## src/rtl/prio_enc_pkg.sv

```systemverilog
// Shared definitions for the parametrised priority encoder.
//   MODE_FIXED / MODE_RR : values of in_mode_rr
//   rr_next(code, n)     : round-robin pointer that follows a win at 'code'
//                          among 'n' request lines, wrapping N-1 -> 0 explicitly
package prio_enc_pkg;

    localparam logic MODE_FIXED = 1'b0;
    localparam logic MODE_RR    = 1'b1;

    // Explicit wrap so non-power-of-two N never lands on an index >= N.
    function automatic int rr_next(input int code, input int n);
        return (code == n - 1) ? 0 : code + 1;
    endfunction

endpackage

```

## src/rtl/prio_find.sv

```systemverilog
// Combinational winner search over an N-bit request vector.
//   vec      in  N  request vector
//   start    in  W  first index examined in ascending mode (must be < N)
//   dir_high in  1  1 = highest set index wins; 0 = ascending from start, wrapping
//   code     out W  winning index (0 when none)
//   onehot   out N  one-hot of the winner (0 when none)
//   none     out 1  vec is all zero
module prio_find #(
    parameter int N = 8,
    parameter int W = $clog2(N)
) (
    input  logic [N-1:0] vec,
    input  logic [W-1:0] start,
    input  logic         dir_high,
    output logic [W-1:0] code,
    output logic [N-1:0] onehot,
    output logic         none
);

    always_comb begin
        int s;
        int idx;
        code = '0;
        none = ~|vec;
        s    = int'(start);
        idx  = 0;
        if (dir_high) begin
            // Ascending scan: the last hit is the highest set index.
            for (int i = 0; i < N; i++) begin
                if (vec[i]) code = W'(i);
            end
        end else begin
            // Scan offsets from far to near so the nearest hit at or after
            // start (modulo N) is the one left in code.
            for (int k = N - 1; k >= 0; k--) begin
                idx = s + k;
                if (idx >= N) idx = idx - N;
                if (vec[idx]) code = W'(idx);
            end
        end
        onehot = none ? '0 : (N'(1) << code);
    end

endmodule

```

## src/rtl/prio_encoder_rr.sv

```systemverilog
// N-to-log2(N) priority encoder with registered result and valid/ready on
// both sides. Each accepted beat is reduced to one winning index, either by
// fixed priority (highest index wins) or round-robin from an internal pointer.
//   clk, rst    clock, synchronous active-high reset
//   in_valid    in   beat present on in_data / in_mode_rr
//   in_ready    out  beat can be taken this cycle
//   in_data     in   N-bit request vector
//   in_mode_rr  in   0 = fixed priority, 1 = round-robin
//   out_valid   out  result held in the output register
//   out_ready   in   consumer takes the result this cycle
//   out_code    out  W-bit winning index
//   out_onehot  out  one-hot of the winner (zero when out_zero)
//   out_zero    out  accepted request vector was all zero
module prio_encoder_rr #(
    parameter int N = 8,
    parameter int W = $clog2(N)
) (
    input  logic         clk,
    input  logic         rst,
    input  logic         in_valid,
    output logic         in_ready,
    input  logic [N-1:0] in_data,
    input  logic         in_mode_rr,
    output logic         out_valid,
    input  logic         out_ready,
    output logic [W-1:0] out_code,
    output logic [N-1:0] out_onehot,
    output logic         out_zero
);
    import prio_enc_pkg::*;

    logic [W-1:0] f_code;
    logic [N-1:0] f_onehot;
    logic         f_none;
    logic         accept;

    logic [W-1:0] ptr;
    logic         vld_p1;
    logic [W-1:0] code_p1;
    logic [N-1:0] onehot_p1;
    logic         zero_p1;

    // Single output slot: free when empty or being drained this cycle.
    assign in_ready = !vld_p1 || out_ready;
    assign accept   = in_valid && in_ready;

    prio_find #(.N(N), .W(W)) u_find (
        .vec      (in_data),
        .start    (ptr),
        .dir_high (in_mode_rr == MODE_FIXED),
        .code     (f_code),
        .onehot   (f_onehot),
        .none     (f_none)
    );

    // ---- stage p1: output register and round-robin pointer ----
    always_ff @(posedge clk) begin
        if (rst) begin
            vld_p1    <= 1'b0;
            code_p1   <= '0;
            onehot_p1 <= '0;
            zero_p1   <= 1'b0;
            ptr       <= '0;
        end else if (accept) begin
            vld_p1    <= 1'b1;
            code_p1   <= f_code;
            onehot_p1 <= f_onehot;
            zero_p1   <= f_none;
            if (in_mode_rr == MODE_RR && !f_none)
                ptr <= W'(rr_next(int'(f_code), N));
        end else if (out_ready) begin
            // Drained with nothing new: result fields keep their last values.
            vld_p1 <= 1'b0;
        end
    end

    assign out_valid  = vld_p1;
    assign out_code   = code_p1;
    assign out_onehot = onehot_p1;
    assign out_zero   = zero_p1;

endmodule

```

## config.mk

```make
export PLATFORM = sky130hd
export DESIGN_NAME = prio_encoder_rr
export DESIGN_NICKNAME = d
export VERILOG_FILES = /design/src/rtl/prio_enc_pkg.sv /design/src/rtl/prio_find.sv /design/src/rtl/prio_encoder_rr.sv
export SDC_FILE = /design/constraint.sdc
export NUM_CORES = 1
export LEC_CHECK = 0
export BUFFER_PORTS_ARGS = -buffer_cell sky130_fd_sc_hd__buf_2
export CAP_MARGIN = 5
export CELL_PAD_IN_SITES_DETAIL_PLACEMENT = 0
export CELL_PAD_IN_SITES_GLOBAL_PLACEMENT = 1
export CORE_MARGIN = 2
export CORE_UTILIZATION = 39
export CTS_CLUSTER_SIZE = 16
export DETAILED_ROUTE_END_ITERATION = 12
export PLACE_DENSITY = 0.81
export SLEW_MARGIN = 30
export SYNTH_ARGS = -nofsm -noshare
export SYNTH_HDL_FRONTEND = slang
export SYNTH_HIERARCHICAL = 1
export SYNTH_SLANG_ARGS = --single-unit
```

## constraint.sdc

```tcl
create_clock -name clk -period 3.5 [get_ports clk]
set_clock_uncertainty 0.05 [all_clocks]
set_input_delay 0.875 -clock clk [delete_from_list [all_inputs] [get_ports clk]]
set_output_delay 0.875 -clock clk [all_outputs]
set_load 0.03 [all_outputs]
```

; ---- Word level (Yosys, flattened, before mapping)
; Index checks and enable logic that the tools add are counted.
[totals]
register_bits = 16
out_inout_bits = 14
[op_classes]
shifts = 1
n_reduce_logical = 8
eq_ne = 1
order_cmp = 16
muxes = 60
n_addsub = 16
[ops]
columns = cell, n
row1 = 2-to-1 mux 32 bit, 16
row2 = "less-than comparator 32 x 5 -> 1 bit, second input constant", 8
row3 = ">= comparator 32 x 5 -> 1 bit, second input constant", 7
row4 = "subtractor 32 x 5 -> 32 bit, second input constant", 7
row5 = 2-to-1 mux 3 bit, 14
row6 = binary-select mux 1 bit (select 3 bit), 8
row7 = 2-to-1 mux 1 bit, 19
row8 = "adder 3 x 3 -> 4 bit, second input constant", 4
row9 = "adder 3 x 2 -> 4 bit, second input constant", 2
row10 = 2-to-1 mux 8 bit, 1
row11 = OR reduction 8 bit, 1
row12 = "left shift 1 x 3 -> 8 bit, first input constant", 1
row13 = "subtractor 3 x 4 -> 5 bit, second input constant", 1
row14 = "adder 3 x 1 -> 4 bit, second input constant", 1
row15 = ">= comparator 3 x 4 -> 1 bit, second input constant", 1
row16 = 2-to-1 mux 2 bit, 2
row17 = "adder 3 x 1 -> 3 bit, second input constant", 1
row18 = "equality test 3 x 1 -> 1 bit, second input constant", 1
row19 = logical AND 1 bit, 2
row20 = zero test 1 bit, 2
row21 = AND reduction 2 bit, 1
row22 = nonzero test 2 bit, 1
row23 = logical OR 1 bit, 1

; ---- Logic depth before layout (Yosys ltp)
[logic_depth]
word_depth = 18
mapped_depth = 17
ltp_nobuf = 13

; ---- Hierarchy
; Netlist, hierarchy kept.
[by_module_without_submodules]
columns = module, area_per_inst_um2, n_inst, seq_area_each_um2, cells_each
row1 = prio_find, 1131.1, 1, 0.0, 132
row2 = prio_encoder_rr, 681.9, 1, 320.3, 76

; ---- Worst setup path before layout
; OpenSTA, ideal clock, no wires.
[synth_path]
path_kind = register -> register
start = reg ptr[1]
end = reg ptr[1]
path_buffers = 4
setup_slack_ps = -107
arrival_time_ps = 3486
stages_incl_launch_ff = 18
required_ps = 3378
period_less_slack_ps = 3607
path_cell_list = dfxtp_1 > buf_6 > clkbuf_8 > inv_1 > ha_1 > buf_2 > buf_2 > mux2_2 > mux2i_1 > o22ai_1 > a211o_1 > o211ai_1 > a41o_1 > inv_1 > ha_1 > ha_1 > or3b_1 > mux2i_1
[synth_via]
elab_chain_len = 18
word_cells_on_any_way = 75
classes_between = add/sub (16) / order compare (8) / eq/ne (1) / mux (50)
[synth_lines]
columns = element, line_no
row1 = "start, declared", prio_encoder_rr.sv:37  ; logic [W-1:0] ptr;
row2 = "start signal, assigned", prio_encoder_rr.sv:70  ; ptr <= W'(rr_next(int'(f_code), N));
row3 = adder 3 x 3 -> 4 bit, prio_find.sv:36  ; idx = s + k;
row4 = subtractor 32 x 5 -> 32 bit or >= comparator 32 x 5 -> 1 bit (tied branches), prio_find.sv:37  ; if (idx >= N) idx = idx - N;
row5 = 2-to-1 mux 32 bit, prio_find.sv:37
row6 = 2-to-1 mux 32 bit, prio_find.sv:27  ; if (dir_high) begin
row7 = binary-select mux 1 bit (select 3 bit), prio_find.sv:38  ; if (vec[idx]) code = W'(idx);
row8 = 2-to-1 mux 1 bit (implied by the code) (2 in a row), prio_find.sv:38
row9 = 2-to-1 mux 3 bit (7 in a row), prio_find.sv:38
row10 = 2-to-1 mux 3 bit *, prio_find.sv:38
row11 = 2-to-1 mux 3 bit *, prio_find.sv:27
row12 = via f_code[1], prio_encoder_rr.sv:32  ; logic [W-1:0] f_code;
row13 = adder 3 x 1 -> 3 bit or equality test 3 x 1 -> 1 bit (tied branches), prio_enc_pkg.sv:12  ; return (code == n - 1) ? 0 : code + 1;
row14 = 2-to-1 mux 3 bit *, prio_enc_pkg.sv:12
; The timed path passes the listed nets; every way through them passes the cells marked *. The select of a mux whose other input is x is not followed.
; A chain may end at the register's enable or synchronous reset.

; ---- Final worst setup path
[layout_path]
start = in in_data[7]
end = reg ptr[1]
[layout_via]
elab_chain_len = 14
word_cells_on_any_way = 40
classes_between = add/sub (1) / eq/ne (1) / mux (35) / reduce/logical (3)
[layout_lines]
columns = element, line_no
row1 = "start, declared", prio_encoder_rr.sv:22  ; input logic [N-1:0] in_data,
row2 = binary-select mux 1 bit (select 3 bit), prio_find.sv:38
row3 = 2-to-1 mux 1 bit (implied by the code) (2 in a row), prio_find.sv:38
row4 = 2-to-1 mux 3 bit (8 in a row), prio_find.sv:38
row5 = 2-to-1 mux 3 bit *, prio_find.sv:27
row6 = via f_code[1], prio_encoder_rr.sv:32
row7 = adder 3 x 1 -> 3 bit or equality test 3 x 1 -> 1 bit (tied branches), prio_enc_pkg.sv:12
row8 = 2-to-1 mux 3 bit *, prio_enc_pkg.sv:12
; Marked as above.

==> out/summary.json <==
{
  "run_status": {"value": "finished clean"},
  "grt_pass1_vias": {"value": 1650},
  "ys_ff_latch": {"value": 16},
  "antenna_violating_nets_post_route": {"value": 0},
  "dpl.cell_count": {"value": 290},
  "antenna_cells_inserted": {"value": 0},
  "postSynth.asyncResetShare": {"value": 0, "unit": "%"},
  "cp_data_arrival_time": {"value": 3400, "unit": "ps"},
  "core-area": {"value": 4414, "unit": "um2"},
  "dpl-instance-area": {"value": 2059, "unit": "um2"},
  "cts_buffer_depth": {"value": 2},
  "final_nets": {"value": 260},
  "rows": {"value": 24},
  "leakagePower": {"value": 0.8892, "unit": "nW"},
  "fillerInstances": {"value": 436},
  "portBuffers": {"value": 26},
  "switching_power": {"value": 0.3470, "unit": "mW"},
  "tritoncts": {"value": "built"},
  "r2r_end": {"value": "ptr[1]$_SDFFE_PP0P_"},
  "areaGrowthSynthToFinish": {"value": 17.32, "unit": "%"},
  "reg_power_share": {"value": 23.8, "unit": "%"},
  "worst-slew-pin-transition": {"value": 589.2, "unit": "ps"},
  "timing.slew.headroom": {"value": 60.67, "unit": "%"},
  "fin_util": {"value": 48.19, "unit": "%"},
  "synth-warning-count": {"value": 6},
  "detailedRoute.firstPassIterationCount": {"value": 6},
  "io-pin-count": {"value": 27},
  "clkLatencyLatePin": {"value": 250, "unit": "ps"},
  "capture_point_of_the_worst_path": {"value": "ptr[1]$_SDFFE_PP0P_"},
  "cp-end-kind": {"value": "flip-flop"},
  "routed_wire_length_per_instance": {"value": 16.10, "unit": "um"},
  "final-instance-count-excl-fill": {"value": 294},
  "max_freq": {"value": 305.5, "unit": "MHz"},
  "postCtsSetupRepairBufs": {"value": 0},
  "prevailing_post_synth_register_cell": {"value": "sky130_fd_sc_hd__dfxtp_1"},
  "cts.clk_slew.worst_paths": {"value": 60, "unit": "ps"},
  "start_kind": {"value": "input port"},
  "multi_input_logic_area": {"value": 1350, "unit": "um2"},
  "hp-class": {"value": "reg -> reg"},
  "synth_enable_flop_cells": {"value": 0},
  "ff2ff_path_depth": {"value": 13},
  "final_layout_size_suffix_gt1_share": {"value": 37.19, "unit": "%"},
  "htree_levels": {"value": 1},
  "drtIter0Drc": {"value": 96},
  "worst-r2r-setup-slack": {"value": 260, "unit": "ps"},
  "pin_count_of_the_biggest_net_entering_global_routing": {"value": 20},
  "die_height": {"value": 72.18, "unit": "um"},
  "die_wd": {"value": 72.18, "unit": "um"},
  "seq_area": {"value": 320.3, "unit": "um2"},
  "final_hold_viol_count": {"value": 0},
  "report.power.total": {"value": 0.8821, "unit": "mW"},
  "final_cell_area": {"value": 2127, "unit": "um2"},
  "finalSetupViolCount": {"value": 0},
  "clock_power_share": {"value": 18.4, "unit": "%"},
  "syn_area_per_cell": {"value": 8.716, "unit": "um2"},
  "synth_cell_types": {"value": 59},
  "vias": {"value": 1754},
  "clock_sink_count": {"value": 16},
  "drc_violations_left": {"value": 0},
  "total_standard_cell_area_after_synthesis": {"value": 1813, "unit": "um2"},
  "maxSlewViolCount": {"value": 0},
  "clock_tree.root_cell": {"value": "sky130_fd_sc_hd__clkbuf_8"},
  "hpwl": {"value": 3534, "unit": "um"},
  "timing_worst_setup_path_type": {"value": "in -> reg"},
  "syn-num-nets": {"value": 225},
  "synth.yosys.seq_area_share": {"value": 17.67, "unit": "%"},
  "crit_required": {"value": 3630, "unit": "ps"},
  "combinationalPowerShare": {"value": 57.8, "unit": "%"},
  "crit_path_max_fanout": {"value": 9},
  "grt_first_pass_wirelength": {"value": 7928, "unit": "um"},
  "total_grt_usage": {"value": 18.67, "unit": "%"},
  "vias_per_cell": {"value": 5.966},
  "initial_utilization": {"value": 41.07, "unit": "%"},
  "rd_place_congestion": {"value": 0.8942},
  "power_report.internal_total": {"value": 0.5350, "unit": "mW"},
  "setup_repair_after_global_routing_missed_its_margin": {"value": "no"},
  "max-vdd-ir-drop": {"value": 0.0003332, "unit": "V"},
  "drt_wl_total": {"value": 4734, "unit": "um"},
  "crit_start": {"value": "in_data[7]"},
  "power_density_of_the_placed_cells": {"value": 414.7, "unit": "nW/um2"},
  "preCtsSetupSlack": {"value": -19.80, "unit": "ps"},
  "cap_violations": {"value": 0},
  "fin_crit": {"value": 3273, "unit": "ps"},
  "synthesis.instances": {"value": 208},
  "p_sw_share": {"value": 39.34, "unit": "%"},
  "rr_startpoint": {"value": "ptr[1]$_SDFFE_PP0P_"},
  "die-area": {"value": 5210, "unit": "um2"},
  "final_min_period_over_clock_period": {"value": 93.53, "unit": "%"},
  "total_congestion_overflow": {"value": 0},
  "post-route-worst-setup-slack": {"value": 226.6, "unit": "ps"},
  "initial_antenna_violation_count": {"value": 0},
  "numCtsBuffers": {"value": 3}
}
[layer usage]
metal | vias up | GRT usage [%] | part of all wire [%]
li1 | 857 | - | -
met1 | 845 | 27.82 | 48
met2 | 48 | 29.36 | 47
met3 | 4 | 2.639 | 4.5
met4 | 0 | 2.516 | 0.59
met5 | - | 0 | 0
[power by group through the flow]
| stage | clock (mW) | sequential [mW] | combinational (mW) |
|---|---|---|---|
| global placement | 0 | 0.213 | 0.493 |
| detailed placement | 0 | 0.214 | 0.495 |
| floorplan | 0 | 0.232 | 0.354 |
| finish | 0.162 | 0.210 | 0.510 |
| global route | 0.174 | 0.212 | 0.558 |
| CTS | 0.168 | 0.210 | 0.497 |
[critical path: stages]
cell	delay, ps
sky130_fd_sc_hd__buf_2	150
sky130_fd_sc_hd__mux4_1	570
sky130_fd_sc_hd__mux2_2	310
sky130_fd_sc_hd__o21a_1	190
sky130_fd_sc_hd__o211ai_1	170
sky130_fd_sc_hd__a41o_1	230
sky130_fd_sc_hd__inv_2	50
sky130_fd_sc_hd__ha_1	170
sky130_fd_sc_hd__ha_1	190
sky130_fd_sc_hd__or3b_1	370
sky130_fd_sc_hd__mux2i_1	130
[worst min-delay path by stage]
| stage | from | endpoint | slack, ps | cells after the start |
|---|---|---|---|---|
| after detailed placement | out_onehot[5]$_SDFFE_PP0P_ | out_onehot[5]$_SDFFE_PP0P_ | 420 | 2 |
| after global placement | out_onehot[5]$_SDFFE_PP0P_ | out_onehot[5]$_SDFFE_PP0P_ | 410 | 2 |
| after global routing | out_code[0]$_SDFFE_PP0P_ | out_code[0]$_SDFFE_PP0P_ | 460 | 2 |
| final | out_code[2]$_SDFFE_PP0P_ | out_code[2]$_SDFFE_PP0P_ | 430 | 2 |
| after floorplan | ptr[2]$_SDFFE_PP0P_ | ptr[2]$_SDFFE_PP0P_ | 390 | 2 |
| after CTS | out_onehot[5]$_SDFFE_PP0P_ | out_onehot[5]$_SDFFE_PP0P_ | 430 | 2 |
[Yosys cell counts (2+ instances only)]
cell | count | share of area (%)
sky130_fd_sc_hd__a21oi_1 | 19 | 5.2
sky130_fd_sc_hd__dfxtp_1 | 16 | 18
sky130_fd_sc_hd__mux2i_1 | 15 | 8.3
sky130_fd_sc_hd__nand3_1 | 13 | 3.6
sky130_fd_sc_hd__nor2_1 | 10 | 2.1
sky130_fd_sc_hd__o21ai_1 | 10 | 2.8
sky130_fd_sc_hd__o21ai_0 | 8 | 2.2
sky130_fd_sc_hd__buf_2 | 7 | 1.9
sky130_fd_sc_hd__inv_1 | 7 | 1.4
sky130_fd_sc_hd__mux2_2 | 7 | 4.3
sky130_fd_sc_hd__mux4_2 | 6 | 7.5
sky130_fd_sc_hd__and3_1 | 5 | 1.7
sky130_fd_sc_hd__nand2_1 | 5 | 1.0
sky130_fd_sc_hd__clkbuf_1 | 4 | 0.83
sky130_fd_sc_hd__ha_1 | 4 | 2.8
sky130_fd_sc_hd__inv_2 | 4 | 0.83
sky130_fd_sc_hd__nand2b_1 | 4 | 1.4
sky130_fd_sc_hd__nor2b_1 | 4 | 1.4
sky130_fd_sc_hd__nor3_1 | 4 | 1.1
sky130_fd_sc_hd__nor4_1 | 4 | 1.4
sky130_fd_sc_hd__a22oi_1 | 3 | 1.2
sky130_fd_sc_hd__buf_4 | 3 | 1.2
sky130_fd_sc_hd__mux4_1 | 3 | 4.3
sky130_fd_sc_hd__a21oi_2 | 2 | 0.97
sky130_fd_sc_hd__buf_6 | 2 | 1.2
sky130_fd_sc_hd__mux2_4 | 2 | 1.7
sky130_fd_sc_hd__nand2_2 | 2 | 0.69
sky130_fd_sc_hd__nor2b_4 | 2 | 1.5
sky130_fd_sc_hd__o211ai_1 | 2 | 0.83
sky130_fd_sc_hd__xnor2_1 | 2 | 0.97
[cell usage in the layout (no fill, tap or decap), types with 4 or more instances in the layout]
cell type | synthesis | routed
sky130_fd_sc_hd__mux2_2 | 7 | 7
sky130_fd_sc_hd__dfxtp_1 | 16 | 16
sky130_fd_sc_hd__nor3_1 | 4 | 4
sky130_fd_sc_hd__nand2b_1 | 4 | 4
sky130_fd_sc_hd__mux2i_1 | 15 | 15
sky130_fd_sc_hd__inv_1 | 7 | 6
sky130_fd_sc_hd__buf_4 | 3 | 22
sky130_fd_sc_hd__nor2_1 | 10 | 10
sky130_fd_sc_hd__buf_2 | 7 | 26
sky130_fd_sc_hd__a21oi_1 | 19 | 19
sky130_fd_sc_hd__o21ai_1 | 10 | 10
sky130_fd_sc_hd__nand3_1 | 13 | 13
sky130_fd_sc_hd__nor2b_1 | 4 | 4
sky130_fd_sc_hd__inv_2 | 4 | 5
sky130_fd_sc_hd__clkbuf_8 | 1 | 4
sky130_fd_sc_hd__o21ai_0 | 8 | 8
sky130_fd_sc_hd__and3_1 | 5 | 5
sky130_fd_sc_hd__nor4_1 | 4 | 4
sky130_fd_sc_hd__nand2_1 | 5 | 5
sky130_fd_sc_hd__mux4_2 | 6 | 6
[layout make-up]
| type | count | area share, % |
|---|---|---|
| repair buffers | 48 | 13.88 |
| inverters | 11 | 1.941 |
| well taps | 52 | 3.059 |
| multi-input cells | 163 | 63.47 |
| clock buffers | 4 | 2.588 |
| flip-flops and latches | 16 | 15.06 |
[cells by family after synthesis]
logic type	after synthesis	share of synthesized area (%)
buffers and inverters	29	8.557
AOI/OAI and AO/OA	58	21.67
and+or+nand+nor	65	21.81
xor gates and xnor gates	3	1.450
DFF	16	17.67
adders and majority gates	4	2.761
muxes	33	26.09
[registers in the layout, indices dropped and copies added, names as in the netlist]
signal / cells
out_code: 3
out_zero: 1
ptr: 3
out_onehot: 8
out_valid: 1
[timing repair]
item / 4_1_cts / 5_1_grt
resized for setup: 0 / 2
hold buffers: 0 / 0
endpoints found under the setup margin: 0 / 4
[stage by stage]
step	hold slack [ps]	TNS, ps
finish	425.4	0
global route	459.3	0
CTS	429.0	0
floorplan	389.7	0
global placement	413.3	0
detailed placement	416.3	-21.38
Power figures use the tool's default switching activity.
